File: src/rtl/regfile_pkg.sv
// regfile_pkg
// Shared definitions for the multi-port register file: default geometry,
// storage/address types at that default geometry, and the MIPS register
// index constants used by decode and the bench.
package regfile_pkg;

    localparam int RF_ADDR_W = 5;
    localparam int RF_DATA_W = 32;
    localparam int NREGS     = 2 ** RF_ADDR_W;

    typedef logic [RF_ADDR_W-1:0] reg_addr_t;
    typedef logic [RF_DATA_W-1:0] reg_data_t;

    localparam int REG_ZERO = 0;
    localparam int REG_SP   = 29;
    localparam int REG_RA   = 31;

endpackage

File: src/rtl/regfile_wr_arb.sv
// regfile_wr_arb
// Picks the winning write port for one register address. Used both for the
// storage update and for the read bypass, so both paths apply the same
// priority: among enabled ports hitting i_addr, the highest index wins.
// Writes to register 0 are filtered here when ZERO_REG=1.
//   i_addr        address this instance arbitrates for
//   i_wr_en       per-port write enables
//   i_wr_addr     packed write addresses, port j at [j*ADDR_W +: ADDR_W]
//   i_wr_data     packed write data, port j at [j*DATA_W +: DATA_W]
//   o_win_onehot  one-hot winning port (all zero when nothing hits)
//   o_win_data    data of the winning port (zero when nothing hits)
module regfile_wr_arb
    import regfile_pkg::*;
#(
    parameter int ADDR_W   = 5,
    parameter int DATA_W   = 32,
    parameter int N_WR     = 1,
    parameter bit ZERO_REG = 1'b1
) (
    input  logic [ADDR_W-1:0]      i_addr,
    input  logic [N_WR-1:0]        i_wr_en,
    input  logic [N_WR*ADDR_W-1:0] i_wr_addr,
    input  logic [N_WR*DATA_W-1:0] i_wr_data,
    output logic [N_WR-1:0]        o_win_onehot,
    output logic [DATA_W-1:0]      o_win_data
);

    logic addr_is_zero;

    assign addr_is_zero = ZERO_REG && (i_addr == ADDR_W'(REG_ZERO));

    // Later ports overwrite earlier matches, which gives highest-index priority.
    always_comb begin
        o_win_onehot = '0;
        o_win_data   = '0;
        if (!addr_is_zero) begin
            for (int j = 0; j < N_WR; j++) begin
                if (i_wr_en[j] && (i_wr_addr[j*ADDR_W +: ADDR_W] == i_addr)) begin
                    o_win_onehot    = '0;
                    o_win_onehot[j] = 1'b1;
                    o_win_data      = i_wr_data[j*DATA_W +: DATA_W];
                end
            end
        end
    end

endmodule

File: src/rtl/regfile_mp.sv
// regfile_mp
// Parametrised multi-port register file with optional hardwired zero
// register, write-to-read bypass and a per-register pending scoreboard for
// load-use hazard detection.
//   i_clk, i_rst_n  clock (rising edge), asynchronous active-low reset
//   i_rd_addr       packed read addresses, port k at [k*ADDR_W +: ADDR_W]
//   o_rd_data       packed read data, port k at [k*DATA_W +: DATA_W]
//   o_rd_busy       per read port: addressed register still pending
//   i_wr_en/addr/data  write ports (writeback); also clear pending bits
//   i_sb_set, i_sb_addr  mark a register pending (long-latency issue)
//   o_pending       registered pending vector, bit r = register r
module regfile_mp
    import regfile_pkg::*;
#(
    parameter int DATA_W   = 32,
    parameter int ADDR_W   = 5,
    parameter int N_RD     = 2,
    parameter int N_WR     = 1,
    parameter bit ZERO_REG = 1'b1,
    parameter bit BYPASS   = 1'b1
) (
    input  logic                   i_clk,
    input  logic                   i_rst_n,
    input  logic [N_RD*ADDR_W-1:0] i_rd_addr,
    output logic [N_RD*DATA_W-1:0] o_rd_data,
    output logic [N_RD-1:0]        o_rd_busy,
    input  logic [N_WR-1:0]        i_wr_en,
    input  logic [N_WR*ADDR_W-1:0] i_wr_addr,
    input  logic [N_WR*DATA_W-1:0] i_wr_data,
    input  logic                   i_sb_set,
    input  logic [ADDR_W-1:0]      i_sb_addr,
    output logic [2**ADDR_W-1:0]   o_pending
);

    localparam int N_REGS = 2 ** ADDR_W;

    logic [DATA_W-1:0] regs_q [N_REGS];
    logic [DATA_W-1:0] regs_d [N_REGS];
    logic [N_REGS-1:0] pending_q;
    logic [N_REGS-1:0] pending_d;

    logic [N_WR-1:0]   st_onehot [N_REGS];
    logic [DATA_W-1:0] st_data   [N_REGS];

    logic [ADDR_W-1:0] rd_addr    [N_RD];
    logic [N_WR-1:0]   rd_onehot  [N_RD];
    logic [DATA_W-1:0] rd_wr_data [N_RD];

    // One arbiter per register decides what (if anything) lands there.
    for (genvar r = 0; r < N_REGS; r++) begin : g_st_arb
        regfile_wr_arb #(
            .ADDR_W  (ADDR_W),
            .DATA_W  (DATA_W),
            .N_WR    (N_WR),
            .ZERO_REG(ZERO_REG)
        ) u_arb (
            .i_addr      (ADDR_W'(r)),
            .i_wr_en     (i_wr_en),
            .i_wr_addr   (i_wr_addr),
            .i_wr_data   (i_wr_data),
            .o_win_onehot(st_onehot[r]),
            .o_win_data  (st_data[r])
        );
    end

    // One arbiter per read port finds the same-cycle write to forward.
    for (genvar k = 0; k < N_RD; k++) begin : g_rd_arb
        assign rd_addr[k] = i_rd_addr[k*ADDR_W +: ADDR_W];

        regfile_wr_arb #(
            .ADDR_W  (ADDR_W),
            .DATA_W  (DATA_W),
            .N_WR    (N_WR),
            .ZERO_REG(ZERO_REG)
        ) u_arb (
            .i_addr      (rd_addr[k]),
            .i_wr_en     (i_wr_en),
            .i_wr_addr   (i_wr_addr),
            .i_wr_data   (i_wr_data),
            .o_win_onehot(rd_onehot[k]),
            .o_win_data  (rd_wr_data[k])
        );
    end

    // Next storage and scoreboard state. A same-cycle set beats a clear
    // because a new producer has been issued for that register.
    always_comb begin
        pending_d = pending_q;
        for (int r = 0; r < N_REGS; r++) begin
            regs_d[r] = (|st_onehot[r]) ? st_data[r] : regs_q[r];
            if (|st_onehot[r]) begin
                pending_d[r] = 1'b0;
            end
            if (i_sb_set && (i_sb_addr == ADDR_W'(r))) begin
                pending_d[r] = 1'b1;
            end
        end
        if (ZERO_REG) begin
            pending_d[REG_ZERO] = 1'b0;
        end
    end

    always_ff @(posedge i_clk or negedge i_rst_n) begin
        if (!i_rst_n) begin
            for (int r = 0; r < N_REGS; r++) begin
                regs_q[r] <= '0;
            end
            pending_q <= '0;
        end else begin
            for (int r = 0; r < N_REGS; r++) begin
                regs_q[r] <= regs_d[r];
            end
            pending_q <= pending_d;
        end
    end

    // Combinational read ports. A forwarded write also hides the pending
    // bit, since the result is arriving this very cycle.
    always_comb begin
        o_rd_data = '0;
        o_rd_busy = '0;
        for (int k = 0; k < N_RD; k++) begin
            if (ZERO_REG && (rd_addr[k] == ADDR_W'(REG_ZERO))) begin
                o_rd_data[k*DATA_W +: DATA_W] = '0;
                o_rd_busy[k]                  = 1'b0;
            end else if (BYPASS && (|rd_onehot[k])) begin
                o_rd_data[k*DATA_W +: DATA_W] = rd_wr_data[k];
                o_rd_busy[k]                  = 1'b0;
            end else begin
                o_rd_data[k*DATA_W +: DATA_W] = regs_q[rd_addr[k]];
                o_rd_busy[k]                  = pending_q[rd_addr[k]];
            end
        end
    end

    assign o_pending = pending_q;

endmodule

File: config.mk
export PLATFORM = sky130hd
export DESIGN_NAME = regfile_mp
export DESIGN_NICKNAME = d
export VERILOG_FILES = /design/src/rtl/regfile_pkg.sv /design/src/rtl/regfile_wr_arb.sv /design/src/rtl/regfile_mp.sv
export SDC_FILE = /design/constraint.sdc
export NUM_CORES = 2
export LEC_CHECK = 0
export BUFFER_PORTS_ARGS = -buffer_cell sky130_fd_sc_hd__buf_4
export CORE_MARGIN = 8
export CORE_UTILIZATION = 45
export DETAILED_ROUTE_END_ITERATION = 8
export PLACE_DENSITY = 0.67
export SLEW_MARGIN = 5
export SYNTH_ARGS = -nofsm -noshare
export SYNTH_HDL_FRONTEND = slang
export SYNTH_SLANG_ARGS = --single-unit
File: constraint.sdc
create_clock -name i_clk -period 2.33 [get_ports i_clk]
set_input_delay 0.466 -clock i_clk [delete_from_list [all_inputs] [get_ports i_clk]]
set_output_delay 0.466 -clock i_clk [all_outputs]
set_load 0.1 [all_outputs]
Word-level counts from Yosys, hierarchy flattened
Index checks and enable logic that the tools add are counted.
{"block": "totals", "latchBits": 0, "regBits": 1023, "romBits": 0, "ramBits": 0, "n_memories": 0, "in_bits": 56, "out_inout_bits": 98}
{"block": "classes", "n_mux": 148, "n_reduce_logical": 97, "shift": 0, "div_mod_pow": 0, "multipliers": 0, "magnitude_cmp": 4, "n_eq_ne": 64, "n_addsub": 0, "n_bitwise": 2}
{"op": "two-way mux 32 bit", "n": 41}
{"op": "binary-select mux 32 bit (select 5 bit)", "n": 2}
{"op": "== test 5 bit (second input constant)", "n": 32}
{"op": "two-way mux 1 bit", "n": 103}
{"op": "== test 5 x 4 -> 1 bit (second input constant)", "n": 16}
{"op": "logical AND 1 bit", "n": 64}
{"op": "nonzero test 2 bit", "n": 31}
{"op": "== test 5 x 3 -> 1 bit (second input constant)", "n": 8}
{"op": "== test 5 x 2 -> 1 bit (second input constant)", "n": 4}
{"op": "greater-or-equal comparator 6 bit (second input constant)", "n": 2}
{"op": "< comparator 5 x 6 -> 1 bit (second input constant)", "n": 2}
{"op": "inverter 5 -> 6 bit", "n": 2}
{"op": "binary-select mux 1 bit (select 5 bit)", "n": 2}
{"op": "== test 5 x 1 -> 1 bit (second input constant)", "n": 2}
{"op": "== test 5 bit", "n": 2}
{"op": "zero test 5 bit", "n": 2}

Depth between registers and ports, before layout
{"block": "depth", "ltp_word": 6, "mapped_depth": 10}

Modules after synthesis
Synthesis repeated with hierarchy kept, for this count alone.
{"block": "unflattened", "hier_cells": 6832, "area_unflattened_um2": 73083.8}
{"mod": "regfile_mp", "instances": 1, "seq_area_each_um2": 26400.3, "cells_per_inst": 3874, "area_each_um2": 56535.5}
{"mod": "regfile_wr_arb", "instances": 34, "seq_area_each_um2": 0.0, "cells_per_inst": 87, "area_each_um2": 486.7}

Worst setup path after synthesis
Ideal clock, no wire load.
{"block": "synth_path", "path_type": "input -> output", "startpoint": "input i_rd_addr[0]", "endpoint": "output o_rd_data[31]", "n_path_buf": 5, "required_time_ns": 1.864, "stages": 9, "arrival_time_ns": 3.196, "path_slack_ns": -1.332, "path_cell_list": "buf_4 -> buf_6 -> buf_6 -> buf_6 -> buf_6 -> mux2_2 -> o21ai_0 -> o21ai_0 -> a21oi_1"}
{"block": "synth_via", "elab_chain_cells": 6}
{"item": "start: declaration", "line": "regfile_mp.sv:24", "text": "input logic [N_RD*ADDR_W-1:0] i_rd_addr,"}
{"item": "inverter 5 -> 6 bit (implied by the code) or == test 5 bit (tied branches)", "line": "regfile_mp.sv:130, regfile_wr_arb.sv:38"}
{"item": "binary-select mux 32 bit (select 5 bit) or logical AND 1 bit (tied branches)", "line": "regfile_mp.sv:130, regfile_wr_arb.sv:38"}
{"item": "two-way mux 32 bit (implied by the code) or two-way mux 1 bit (tied branches)", "line": "regfile_mp.sv:130, regfile_wr_arb.sv:38"}
{"item": "two-way mux 32 bit (implied by the code) or two-way mux 1 bit (tied branches)", "line": "regfile_mp.sv:130, regfile_wr_arb.sv:36"}
{"item": "two-way mux 32 bit", "line": "regfile_mp.sv:126", "text": "end else if (BYPASS && (|rd_onehot[k])) begin"}
{"item": "two-way mux 32 bit (*)", "line": "regfile_mp.sv:123", "text": "if (ZERO_REG && (rd_addr[k] == ADDR_W'(REG_ZERO))) begin"}
{"item": "end: declaration", "line": "regfile_mp.sv:25", "text": "output logic [N_RD*DATA_W-1:0] o_rd_data,"}
Every way passes the cells marked *; elsewhere a longest branch is shown, timed or not. The select of a mux whose other input is x is not followed.

Worst setup path after layout
{"block": "layout_path", "startpoint": "register pending_q[11] (netlist: o_pending[11])", "endpoint": "output o_rd_busy[1]"}
{"block": "layout_via", "elab_chain_cells": 4}
{"item": "start: declaration", "line": "regfile_mp.sv:39", "text": "logic [N_REGS-1:0] pending_q;"}
{"item": "start signal: assignment", "line": "regfile_mp.sv:113", "text": "pending_q <= pending_d;"}
{"item": "binary-select mux 1 bit (select 5 bit)", "line": "regfile_mp.sv:131", "text": "o_rd_busy[k] = pending_q[rd_addr[k]];"}
{"item": "two-way mux 1 bit (implied by the code)", "line": "regfile_mp.sv:131"}
{"item": "two-way mux 1 bit", "line": "regfile_mp.sv:126"}
{"item": "two-way mux 1 bit", "line": "regfile_mp.sv:123"}
{"item": "end: declaration", "line": "regfile_mp.sv:26", "text": "output logic [N_RD-1:0] o_rd_busy,"}
Every way passes these cells. The select of a mux whose other input is x is not followed.

==> qor_table.md <==
| Result | Value | Unit |
| --- | --- | --- |
| Fraction of registers with async set or reset after synthesis | 1.00 | - |
| Final std cells w/o fill | 6694 | - |
| Dominant cell type by count on the critical path | sky130_fd_sc_hd__mux4_2 | - |
| Worst slew margin relative to its limit | 0.552 | - |
| Number of enable-type register cells in the synthesized netlist | 0 | - |
| Fraction of layout cells with a size suffix above 1 | 0.504 | - |
| Post-detailed-route DRC marker count | 0 | - |
| Most frequent cells in the layout | sky130_fd_sc_hd__mux2_2, sky130_fd_sc_hd__dfrtp_1, sky130_fd_sc_hd__mux2i_1 | - |
| Dpl cells | 6389 | - |
| Number of synthesized register bits | 1023 | - |
| Final period demand of the worst path | 3.03 | ns |
| Count of nets after finishing | 5006 | - |
| Number of buffers added by the clock tree synthesis step | 109 | - |
| First-iteration detailed-routing DRC count | 4166 | - |
| Level count of the clock H-tree | 3 | - |
| Final wirelength | 197000 | um |
| Worst path arrival time | 2.56 | ns |
| Largest fanout on the critical path | 3 | - |
| Placed cell areas | 64900 | sq um |
| Data required time of the critical path | 1.86 | ns |
| Syn_nets | 4597 | - |
| Status | complete, but fails checks | - |
| Chip Width | 372 | um |
| Final Hold Fails | 0 | - |
| Max Transition Viols Final | 0 | - |
| Critical path endpoint category | output pin | - |
| Total power | 59.7 | mW |
| Summed instance area of the synthesized netlist | 57000 | sq um |
| Crit path launch type | register | - |
| CTS tree | yes | - |
| Failing checks | setup timing | - |
| Vias in the first global route | 43700 | - |
| Maximum ir drop on the vdd rail | 725 | uV |
| Worst Setup Slack, final | -0.698 | ns |
| Count of synthesis-stage warnings from yosys | 0 | - |
| Dominant register cell in the synthesized netlist | sky130_fd_sc_hd__dfrtp_1 | - |
| Setup_tns | -31.87 | ns |
| Finished layout cell area | 71800 | sq um |
| Worst hold slack after final layout | 0.0706 | ns |
| Synthesized area divided by synthesized cell count | 12.5 | sq um |
| Ordered cell list for the critical path | mux4_2 > mux4_2 > o21ai_2 > a21oi_4 > buf_12 | - |
| Number of standard cells after synthesis | 4541 | - |
| Die Outline Area | 138000 | sq um |
| Initial standard-cell utilization of the core | 0.453 | - |
| Antenna Diode Count | 0 | - |
| Maximum buffer depth of the clock tree | 3 | - |
| Largest delay contributor family on the critical path | multiplexers | - |
| Root buffer selected by CTS | sky130_fd_sc_hd__clkbuf_16 | - |
| CTS sink count | 1023 | - |
| Antenna violations before repair | 1 | - |
| LEAKAGE | 32.2 | nW |
| # Max-Cap Violations | 0 | - |
| Via count normalized by instance count | 6.37 | - |
| Slowest cell on the critical path | sky130_fd_sc_hd__mux4_2 | - |
| Layout area overhead | 25.9 | % |
| CP peak stage delay | 0.51 | ns |
| Post-DR wirelength/cell | 29.4 | um |
| Num ports | 154 | - |
| Detailed placement HPWL | 127000 | um |
| Core outline area | 126000 | sq um |
| Count of buffering cells on the critical path with inverters included | 1 | - |
| Layout Skew | 0 | ns |
| Number of input and output port buffers inserted | 152 | - |
| Measured slew at the worst slew-check pin | 0.668 | ns |
| Portion of the clock cycle consumed by the worst path in the final layout | 1.30 | - |
| Antenna Violating Nets Remaining | 0 | - |
| Class of the worst hold path | in -> reg | - |
| Die Y | 372 | um |
| Leading cell type in the layout, fill and taps excluded | sky130_fd_sc_hd__mux2_2 | - |
| Maximum number of pins on one net before global-route repair | 100 | - |
| Fill cell count | 10000 | - |
| Clock-pin slew of the registers on the worst-case setup and hold paths | 0.06 | ns |
| Critical setup path kind | reg -> out | - |
| Via Count | 42700 | - |
| Setup-violating endpoint count in the final report | 66 | - |
| Drt pass-1 iters | 6 | - |
| Row count | 130 | - |
| Global-route wire length before repair | 291000 | um |
| Total routing usage reported by global routing | 0.278 | - |
| Power per standard cell area | 832 | nW/um^2 |
| Synth cell types | 43 | - |
| Final estimated routing congestion in global placement | 0.887 | - |
| Highest attainable clock frequency | 330 | MHz |
| Source-to-sink clock delay at the later pin of the worst-skew pair | 0.73 | ns |
| Unrepaired setup endpoints after global routing | yes | - |
| Sequential share of the synthesized area | 0.449 | - |
| Overflow left after global routing | 0 | - |
-- Yosys cell counts, drive strengths merged (31+ instances only) --
cell / instances / area (sq um)
a21oi: 99 / 495
a221oi: 31 / 272
a22oi: 292 / 2190
a31oi: 33 / 206
and3: 38 / 238
buf: 264 / 1610
clkbuf: 215 / 818
dfrtp: 1023 / 25600
mux2: 1123 / 12600
mux2i: 608 / 6090
mux4: 144 / 3240
nand2: 134 / 503
nand3: 168 / 841
nor2: 83 / 312
o21ai: 108 / 541
o221a: 31 / 349
o22a: 31 / 272
-- layer usage --
metal / GRT usage / up-vias / wire length [um]
li1: - / 17900 / -
met1: 0.365 / 22200 / 78700
met2: 0.450 / 2019 / 92800
met3: 0.0480 / 550 / 14900
met4: 0.124 / 0 / 10200
met5: 0 / - / 0
-- final timing paths --
path | slack [ns] | end | start | cells after the start
max | -0.70 | o_rd_busy[1] | o_pending[11] | 5
min | 0.07 | o_pending[12] | i_sb_addr[2] | 2
max reg2reg | 0.97 | o_pending[3] | o_pending[3] | 4
min reg2reg | 0.52 | regs_q[831] | regs_q[831] | 1
max in group asynchronous | 1.16 | regs_q[205] | i_rst_n | 3
min in group asynchronous | 0.23 | regs_q[900] | i_rst_n | 2
-- where the power goes --
group / internal [mW] / leakage, nW / switching, mW / total (mW)
combinational: 8.17 / 17.2 / 8.09 / 16.3
sequential: 21.3 / 13.0 / 2.75 / 24.1
clock: 11.5 / 1.96 / 7.85 / 19.4
-- what timing repair did --
action	4_1_cts	5_1_grt
resized for setup	317	103
setup buffers	55	33
hold endpoints to repair	173	0
pin swaps	108	80
hold buffers	7	0
gates cloned	5	5
endpoints found under the setup margin	66	66
-- registers in the layout, indices dropped and copies added (netlist names) --
name / count
regs_q: 992
o_pending: 31
-- cell families after synthesis --
kind of cell    after synthesis  share of synthesized area
simple gates                482                     0.0399
other cells                   1                  0.0000658
xor+xnor                     10                    0.00154
compound gates              653                     0.0799
mux                        1875                      0.386
buf+inv                     497                     0.0438
flops                      1023                      0.449
-- worst reg2reg max path, delay by kind of cell, from the launching register on --
| family | cells | cell delay, ns |
|---|---|---|
| DFF | 1 | 0.40 |
| AOI/OAI and AO/OA | 1 | 0.07 |
| buffers and inverters | 3 | 0.77 |
-- stage by stage --
step                      utilization  setup WS, ns
after floorplan                     -        -0.354
after global placement          0.516        -0.770
after detailed placement        0.516        -0.783
after CTS                       0.564        -0.735
after global routing            0.571        -0.734
final                           0.571        -0.698
-- cell type report --
class,instances,area [sq um],area share
Inverter,18,67.6,0.000942
Clock inverter,58,916,0.0128
Sequential cell,1023,25600,0.357
Timing Repair Buffer,777,9240,0.129
Clock buffer,147,3080,0.0429
Tap cell,1650,2060,0.0288
Multi-Input combinational cell,3021,30700,0.428
No activity file was read; power rests on OpenSTA's default activity.
